$ cat src/rtl/mem_arbiter_if.sv
// Bus bundle for mem_arbiter: fetch port, data port, shared memory port and status.
// The slave modport is the arbiter's view; the master modport is the surrounding system's view.
interface mem_arbiter_if #(
   parameter int AddrWidth = 32,
   parameter int DataWidth = 32
);
   // fetch port
   logic                 if_req;
   logic [AddrWidth-1:0] if_addr;
   logic [DataWidth-1:0] if_rdata;
   logic                 if_ready;
   // data port
   logic                 dm_req;
   logic                 dm_we;
   logic [AddrWidth-1:0] dm_addr;
   logic [DataWidth-1:0] dm_wdata;
   logic [DataWidth-1:0] dm_rdata;
   logic                 dm_ready;
   // shared memory port
   logic                 mem_en;
   logic                 mem_we;
   logic [AddrWidth-1:0] mem_addr;
   logic [DataWidth-1:0] mem_wdata;
   logic [DataWidth-1:0] mem_rdata;
   // status
   logic                 busy;
   logic                 owner;

   modport slave (
      input  if_req, if_addr, dm_req, dm_we, dm_addr, dm_wdata, mem_rdata,
      output if_rdata, if_ready, dm_rdata, dm_ready,
             mem_en, mem_we, mem_addr, mem_wdata, busy, owner
   );

   modport master (
      output if_req, if_addr, dm_req, dm_we, dm_addr, dm_wdata, mem_rdata,
      input  if_rdata, if_ready, dm_rdata, dm_ready,
             mem_en, mem_we, mem_addr, mem_wdata, busy, owner
   );
endinterface

$ cat src/rtl/mem_arbiter.sv
// Two-port (fetch / data) arbiter in front of a single-port memory with fixed latency.
// Contention alternates between ports, starting with the data port after reset.
module mem_arbiter #(
   parameter int AddrWidth  = 32,
   parameter int DataWidth  = 32,
   parameter int MemLatency = 2
) (
   input logic           clk,
   input logic           reset,
   mem_arbiter_if.slave  bus
);

   typedef enum logic [1:0] {
      IDLE,
      ACCESS,
      DONE
   } state_t;

   localparam logic [3:0] LastCnt = 4'(MemLatency - 1);

   state_t               state;
   logic [3:0]           cnt;
   logic                 last_was_data;
   logic                 grant_data;

   logic                 mem_en_q;
   logic                 mem_we_q;
   logic [AddrWidth-1:0] mem_addr_q;
   logic [DataWidth-1:0] mem_wdata_q;
   logic                 if_ready_q;
   logic                 dm_ready_q;
   logic [DataWidth-1:0] if_rdata_q;
   logic [DataWidth-1:0] dm_rdata_q;
   logic                 busy_q;
   logic                 owner_q;

   // Pick the data port when it alone requests, or on a tie when fetch won last time.
   always_comb begin
      grant_data = bus.dm_req & (~bus.if_req | ~last_was_data);
   end

   // Arbitration FSM; every output is a register updated here.
   always_ff @(posedge clk or posedge reset) begin
      if (reset) begin
         state         <= IDLE;
         cnt           <= '0;
         last_was_data <= 1'b0;
         mem_en_q      <= 1'b0;
         mem_we_q      <= 1'b0;
         mem_addr_q    <= '0;
         mem_wdata_q   <= '0;
         if_ready_q    <= 1'b0;
         dm_ready_q    <= 1'b0;
         if_rdata_q    <= '0;
         dm_rdata_q    <= '0;
         busy_q        <= 1'b0;
         owner_q       <= 1'b0;
      end else begin
         case (state)
            IDLE: begin
               if (bus.if_req || bus.dm_req) begin
                  state         <= ACCESS;
                  cnt           <= '0;
                  busy_q        <= 1'b1;
                  mem_en_q      <= 1'b1;
                  owner_q       <= grant_data;
                  last_was_data <= grant_data;
                  if (grant_data) begin
                     mem_addr_q  <= bus.dm_addr;
                     mem_wdata_q <= bus.dm_wdata;
                     mem_we_q    <= bus.dm_we;
                  end else begin
                     mem_addr_q  <= bus.if_addr;
                     mem_wdata_q <= '0;
                     mem_we_q    <= 1'b0;
                  end
               end
            end
            ACCESS: begin
               cnt <= cnt + 4'd1;
               if (cnt == LastCnt) begin
                  state    <= DONE;
                  mem_en_q <= 1'b0;
                  mem_we_q <= 1'b0;
                  // mem_we_q still holds the access type here (non-blocking update above)
                  if (owner_q) begin
                     dm_ready_q <= 1'b1;
                     if (!mem_we_q) dm_rdata_q <= bus.mem_rdata;
                  end else begin
                     if_ready_q <= 1'b1;
                     if_rdata_q <= bus.mem_rdata;
                  end
               end
            end
            DONE: begin
               if_ready_q <= 1'b0;
               dm_ready_q <= 1'b0;
               busy_q     <= 1'b0;
               state      <= IDLE;
            end
            default: begin
               state <= IDLE;
            end
         endcase
      end
   end

   assign bus.mem_en    = mem_en_q;
   assign bus.mem_we    = mem_we_q;
   assign bus.mem_addr  = mem_addr_q;
   assign bus.mem_wdata = mem_wdata_q;
   assign bus.if_ready  = if_ready_q;
   assign bus.dm_ready  = dm_ready_q;
   assign bus.if_rdata  = if_rdata_q;
   assign bus.dm_rdata  = dm_rdata_q;
   assign bus.busy      = busy_q;
   assign bus.owner     = owner_q;

endmodule

$ cat src/flat_wrapper.sv
// flat-port wrapper written by rule: the top's interface ports become plain ports
module mem_arbiter_flat 
#(
   parameter int AddrWidth  = 32,
   parameter int DataWidth  = 32,
   parameter int MemLatency = 2
)
  (clk, reset, bus_if_req, bus_if_addr, bus_dm_req, bus_dm_we, bus_dm_addr, bus_dm_wdata, bus_mem_rdata, bus_if_rdata, bus_if_ready, bus_dm_rdata, bus_dm_ready, bus_mem_en, bus_mem_we, bus_mem_addr, bus_mem_wdata, bus_busy, bus_owner);
  mem_arbiter_if #(.AddrWidth(AddrWidth), .DataWidth(DataWidth)) bus_i ();
  input logic clk;
  input logic reset;
  input wire logic [$bits(bus_i.if_req)-1:0] bus_if_req;
  input wire logic [$bits(bus_i.if_addr)-1:0] bus_if_addr;
  input wire logic [$bits(bus_i.dm_req)-1:0] bus_dm_req;
  input wire logic [$bits(bus_i.dm_we)-1:0] bus_dm_we;
  input wire logic [$bits(bus_i.dm_addr)-1:0] bus_dm_addr;
  input wire logic [$bits(bus_i.dm_wdata)-1:0] bus_dm_wdata;
  input wire logic [$bits(bus_i.mem_rdata)-1:0] bus_mem_rdata;
  output wire logic [$bits(bus_i.if_rdata)-1:0] bus_if_rdata;
  output wire logic [$bits(bus_i.if_ready)-1:0] bus_if_ready;
  output wire logic [$bits(bus_i.dm_rdata)-1:0] bus_dm_rdata;
  output wire logic [$bits(bus_i.dm_ready)-1:0] bus_dm_ready;
  output wire logic [$bits(bus_i.mem_en)-1:0] bus_mem_en;
  output wire logic [$bits(bus_i.mem_we)-1:0] bus_mem_we;
  output wire logic [$bits(bus_i.mem_addr)-1:0] bus_mem_addr;
  output wire logic [$bits(bus_i.mem_wdata)-1:0] bus_mem_wdata;
  output wire logic [$bits(bus_i.busy)-1:0] bus_busy;
  output wire logic [$bits(bus_i.owner)-1:0] bus_owner;
  assign bus_i.if_req = bus_if_req;
  assign bus_i.if_addr = bus_if_addr;
  assign bus_i.dm_req = bus_dm_req;
  assign bus_i.dm_we = bus_dm_we;
  assign bus_i.dm_addr = bus_dm_addr;
  assign bus_i.dm_wdata = bus_dm_wdata;
  assign bus_i.mem_rdata = bus_mem_rdata;
  assign bus_if_rdata = bus_i.if_rdata;
  assign bus_if_ready = bus_i.if_ready;
  assign bus_dm_rdata = bus_i.dm_rdata;
  assign bus_dm_ready = bus_i.dm_ready;
  assign bus_mem_en = bus_i.mem_en;
  assign bus_mem_we = bus_i.mem_we;
  assign bus_mem_addr = bus_i.mem_addr;
  assign bus_mem_wdata = bus_i.mem_wdata;
  assign bus_busy = bus_i.busy;
  assign bus_owner = bus_i.owner;
  mem_arbiter #(.AddrWidth(AddrWidth), .DataWidth(DataWidth), .MemLatency(MemLatency)) u_core (.clk(clk), .reset(reset), .bus(bus_i));
endmodule
$ cat config.mk
export PLATFORM = sky130hd
export DESIGN_NAME = mem_arbiter_flat
export DESIGN_NICKNAME = d
export VERILOG_FILES = /design/src/rtl/mem_arbiter_if.sv /design/src/rtl/mem_arbiter.sv /design/src/flat_wrapper.sv
export SDC_FILE = /design/constraint.sdc
export NUM_CORES = 1
export LEC_CHECK = 0
export BUFFER_PORTS_ARGS = -buffer_cell sky130_fd_sc_hd__buf_2
export CORE_AREA = 4 4 95 141
export CTS_BUF_LIST = sky130_fd_sc_hd__clkbuf_2
export CTS_CLUSTER_DIAMETER = 80
export CTS_CLUSTER_SIZE = 20
export DETAILED_ROUTE_END_ITERATION = 16
export DIE_AREA = 0 0 99 145
export PLACE_DENSITY = 0.91
export SKIP_CTS_REPAIR_TIMING = 1
export SLEW_MARGIN = 20
export SYNTH_ARGS = -nofsm -noshare
export SYNTH_HDL_FRONTEND = slang
export SYNTH_SLANG_ARGS = --single-unit
$ cat constraint.sdc
create_clock -name clk -period 6.2 [get_ports clk]
set_input_delay 1.24 -clock clk [delete_from_list [all_inputs] [get_ports clk]]
set_output_delay 1.24 -clock clk [all_outputs]
set_load 0.03 [all_outputs]
-- Yosys cells after proc, flatten, opt, wreduce, memory -nomap -nowiden
Index checks and enable logic that the tools add are counted.
W data, S select, Z words.
- bits in registers: 140
- bits of input ports: 133
- output and inout port bits: 134
- logic and storage cells: 59
- add/subtract/negate cells: 1
- equality and inequality tests: 7
- mux-type cells: 20
- bitwise logic cells: 5
- reduce and logical (&&, ||, !) cells: 14
- operators with widths (operator ; number):
    $mux W32 ; 2
    $reduce_and A3 Y1 ; 4
    $pmux W1 S2 ; 5
    $mux W1 ; 8
    $pmux W4 S2 ; 1
    $reduce_and A2 Y1 ; 4
    $ne A2 B1 Y1 const B ; 3
    $reduce_bool A2 Y1 ; 3
    $add A4 B1 Y4 const B ; 1
    $eq A4 B1 Y1 const B ; 1
    $mux W2 ; 2
    $mux W4 ; 1
    $pmux W2 S2 ; 1
    $reduce_and A4 Y1 ; 1
    $not A1 Y1 ; 3
    $eq A2 B1 Y1 const B ; 1
    $eq A2 B2 Y1 const B ; 1
    $logic_not A2 Y1 ; 1
    $ne A2 B2 Y1 const B ; 1
    $and A1 B1 Y1 ; 1
    $logic_or A1 B1 Y1 ; 1
    $or A1 B1 Y1 ; 1

-- Depth between registers and ports, before layout
- depth in word-level cells: 6
- gate-level depth with buffers: 7
- gate-level depth less buffers: 5

-- Worst setup path after synthesis
Ideal clock, no wire load.
- path kind: input -> register
- start point: input bus_dm_req
- end point: register u_core.mem_addr_q[17], in the netlist u_core.bus.mem_addr[17]
- library setup time: 125 ps
- data arrival time: 2528 ps
- required time: 6075 ps
- path slack: 3548 ps
- cell stages on the path: 4
- buffers on the path: 1
- cell sequence: a21boi_1 > clkbuf_1 > mux2_2 > mux2_2
- cells in the longest elaborated chain, start to end: 2
- elaborated cells between the ends (all ways): 4
- classes of those cells: mux (1); bitwise (1); reduce/logical (2)
- ends and longest elaborated chain (item ; line ; RTL):
    start, declared ; flat_wrapper.sv:14 ; input wire logic [$bits(bus_i.dm_req)-1:0] bus_dm_req;
    $and A1 B1 Y1 or $logic_or A1 B1 Y1 (tied branches) ; mem_arbiter.sv:39, mem_arbiter.sv:61 ;
    $mux W32 or $reduce_and A2 Y1 (tied branches) ; -- ;
    end signal, assigned ; mem_arbiter.sv:69 ; mem_addr_q <= bus.dm_addr;
    end signal, assigned ; mem_arbiter.sv:73 ; mem_addr_q <= bus.if_addr;
    end, declared ; mem_arbiter.sv:28 ; logic [AddrWidth-1:0] mem_addr_q;
Parallel ways exist; a longest one is shown, timed or not.
A chain may end at the register's enable or synchronous reset.

-- Worst setup path after layout
- start point: register u_core.owner_q, in the netlist u_core.bus.owner
- end point: output bus_owner
- RTL lines (item ; line ; RTL):
    start, declared ; mem_arbiter.sv:35 ; logic owner_q;
    start signal, assigned ; mem_arbiter.sv:66 ; owner_q <= grant_data;
    end, declared ; flat_wrapper.sv:28 ; output wire logic [$bits(bus_i.owner)-1:0] bus_owner;
No word-level cell between the ends.

==> out/results.txt <==
kind of critical path = flip-flop to primary output
CTS max path bufs = 2
Slowest-stage cell, CP = dfrtp_1
Final Critical Period = 2.772 ns
num ports = 267
Hold Path Depth = 1
Avg Inst Size Synth = 15.95 µm²
Final Max Tran Viols = 0
via count = 4094
Initial Util = 0.4740
Critical Path RT = 4.96 ns
RSZ-0062 raised after global routing = false
drt initial violations = 142
FF-to-FF path depth = 3
Non-Filler Instances = 792
placed cells = 760
synth unique cells = 30
final setup fails = 0
# nets final = 761
worst path buffer plus inverter count = 1
largest net degree at the start of global routing = 75
top_reg_cell synth = dfrtp_1
Worst Tran Pin Value = 1.095 ns
CTS tree = built
Worst Setup End Kind = primary output
leak pwr = 3.833 nW
Pwr Density = 609.0 nW/µm²
post-synth net total = 494
endpoints failing hold = 0
grt total ovfl = 0
Fill cells = 905
cts bufs inserted = 17
num rows = 49
Ant. Diodes = 0
CP startpoint kind = flip-flop
Clock Sinks = 140
Reg area = 3503 µm²
CP max FO = 6
routed vias/inst = 5.169
RR Endpoint = u_core.bus.mem_wdata[21]$_DFFE_PP0P_
Seq/Total Area, Yosys = 0.6119
cells after synthesis = 359
fmax = 360.8 MHz
H-tree depth = 4
fraction of layout cells with a size suffix above 1 = 0.6792
number of port buffers = 266
synthesized area = 5725 µm²
Ys Warns = 0
Residual DRC = 0
area grow syn2layout = 29.92%
drt pass-1 iters = 4
global-route usage over all layers = 0.2020
DIE WIDTH = 99 µm
CP delay by family, top = flip-flops
worst rel slew slack = 0.2682
Worst-path clk slew = 0.22 ns
max_cap viols = 0
clock root cell = clkbuf_2
worst reg2reg path startpoint = u_core.bus.owner$_DFFE_PP0P_
Hold Crit Start = u_core.bus.mem_wdata[0]$_DFFE_PP0P_
Min-Delay Endpoint = u_core.bus.mem_wdata[0]$_DFFE_PP0P_
skew final = 0.03716 ns
Worst EP arrival = 1.53 ns
clk_lat worst skew = 0.66 ns
Worst R2R Setup Slack = 3.70 ns
vias in the first global route = 4430
gpl congestion = 0.8210
final wirelength = 14730 µm
number of synthesized flops with an enable pin = 0
core area = 12080 µm²
maximum VDD drop = 0.2758 mV
Final HPWL DP = 11120 µm
Hold Crit Class = flip-flop to flip-flop
ys async rst share = 1.000
outcome = finished, final reports clean
global-route wire length before repair = 23000 µm
die extent in y = 145 µm
CP peak stage delay = 0.60 ns
antenna viol nets, final = 0
area of the multi-input gates = 2098 µm²
Die ar. = 14360 µm²
setup_tns = 0 ns
post-DR wirelength/cell = 18.60 µm
Final period util = 0.4470
worst-path cell chain = buf_2
initial antenna violation count = 0
Yosys reg bits = 140
where the power goes:
| group | switching (W) | internal (W) |
|---|---|---|
| logic | 0.00143 | 0.000894 |
| clock network | 0.000354 | 0.000234 |
| registers | 0.000267 | 0.00135 |
synthesized netlist by cell type, types with 2 or more instances:
cell type,number,share of area
dfrtp_1,140,0.61
mux2_2,98,0.19
a22o_1,33,0.050
mux2_4,30,0.079
clkbuf_1,14,0.0092
o21ai_0,7,0.0061
inv_1,4,0.0026
buf_12,3,0.010
buf_2,3,0.0026
nand2_1,3,0.0020
and2_1,2,0.0022
ha_1,2,0.0044
nand2b_1,2,0.0022
nor2_1,2,0.0013
cell type report:
| type | count | area share |
|---|---|---|
| flip-flops and latches | 140 | 0.4710 |
| clock buffers | 17 | 0.01144 |
| well taps | 153 | 0.02574 |
| repair buffers | 269 | 0.1820 |
| multi-input cells | 194 | 0.2821 |
| inverters | 4 | 0.002691 |
| clock inverters | 15 | 0.02506 |
cells in the final DEF, fill, tap and decap left out, types with 2 or more instances in the layout:
cell and count:
clkinv_1 2, dfrtp_1 140, nand2_1 3, nand2b_1 2, buf_2 266, mux2_2 98
clkinv_4 3, inv_6 6, o21ai_0 7, clkbuf_2 17, inv_1 3, bufinv_16 3
ha_1 2, mux2_4 30, buf_4 3, a22o_1 33, nor2_1 2
metal layers:
metal | track usage | wire [µm] | part of all wire | vias to the layer above
met1 | 0.2238 | 5303 | 0.36 | 2033
li1 | - | - | - | 1836
met2 | 0.3647 | 8121 | 0.55 | 195
met3 | 0.05331 | 959 | 0.065 | 30
met5 | 0 | 0 | 0 | -
met4 | 0.07587 | 344 | 0.023 | 0
sequential cells by signal (all words and copies together), names as in the netlist:
signal                cells
u_core.bus.mem_wdata     32
u_core.cnt                4
u_core.bus.mem_addr      32
u_core.bus.dm_ready       1
u_core.bus.owner          1
u_core.bus.mem_we         1
u_core.bus.mem_en         1
u_core.state              2
u_core.bus.if_rdata      32
u_core.bus.dm_rdata      32
u_core.bus.busy           1
u_core.bus.if_ready       1
how the worst max path moves through the flow:
stage | startpoint | end | slack (ns) | depth (start not counted)
final | u_core.bus.owner$_DFFE_PP0P_ | bus_owner | 3.43 | 1
after CTS | bus_dm_req | u_core.bus.mem_wdata[21]$_DFFE_PP0P_ | 3.25 | 4
after floorplan | reset | u_core.bus.busy$_DFFE_PP0P_ | 1.21 | 1
after detailed placement | bus_dm_req | u_core.bus.mem_wdata[27]$_DFFE_PP0P_ | 2.49 | 4
after global placement | bus_if_req | u_core.bus.mem_wdata[7]$_DFFE_PP0P_ | 2.69 | 4
after global routing | u_core.bus.owner$_DFFE_PP0P_ | bus_owner | 3.27 | 1
logic make-up (layout without fill, tap and decap cells):
group / after synthesis / count (layout) / share of synthesized area
and+or+nand+nor: 16 / 16 / 0.01814
DFF: 140 / 140 / 0.6119
buffers and inverters: 25 / 305 / 0.02688
xor gates and xnor gates: 2 / 2 / 0.003060
AOI/OAI and AO/OA: 46 / 46 / 0.06425
muxes: 128 / 128 / 0.2714
adders and majority gates: 2 / 2 / 0.004370
through the flow:
stage          hold WS, ns  area (µm²)  setup WS (ns)  power [W]  utilization
6_report            0.5257        7438          3.428   0.004530       0.6159
5_1_grt             0.5472        7438          3.274   0.004761       0.6159
4_1_cts             0.5289        7437          3.246   0.004575       0.6158
3_5_place_dp        0.4745        7166          2.489   0.003983       0.5933
3_3_place_gp        0.4594        7166          2.694   0.003875       0.5933
2_1_floorplan       0.5103        5725          1.207   0.003275            -
(Power assumes the default switching activity.)
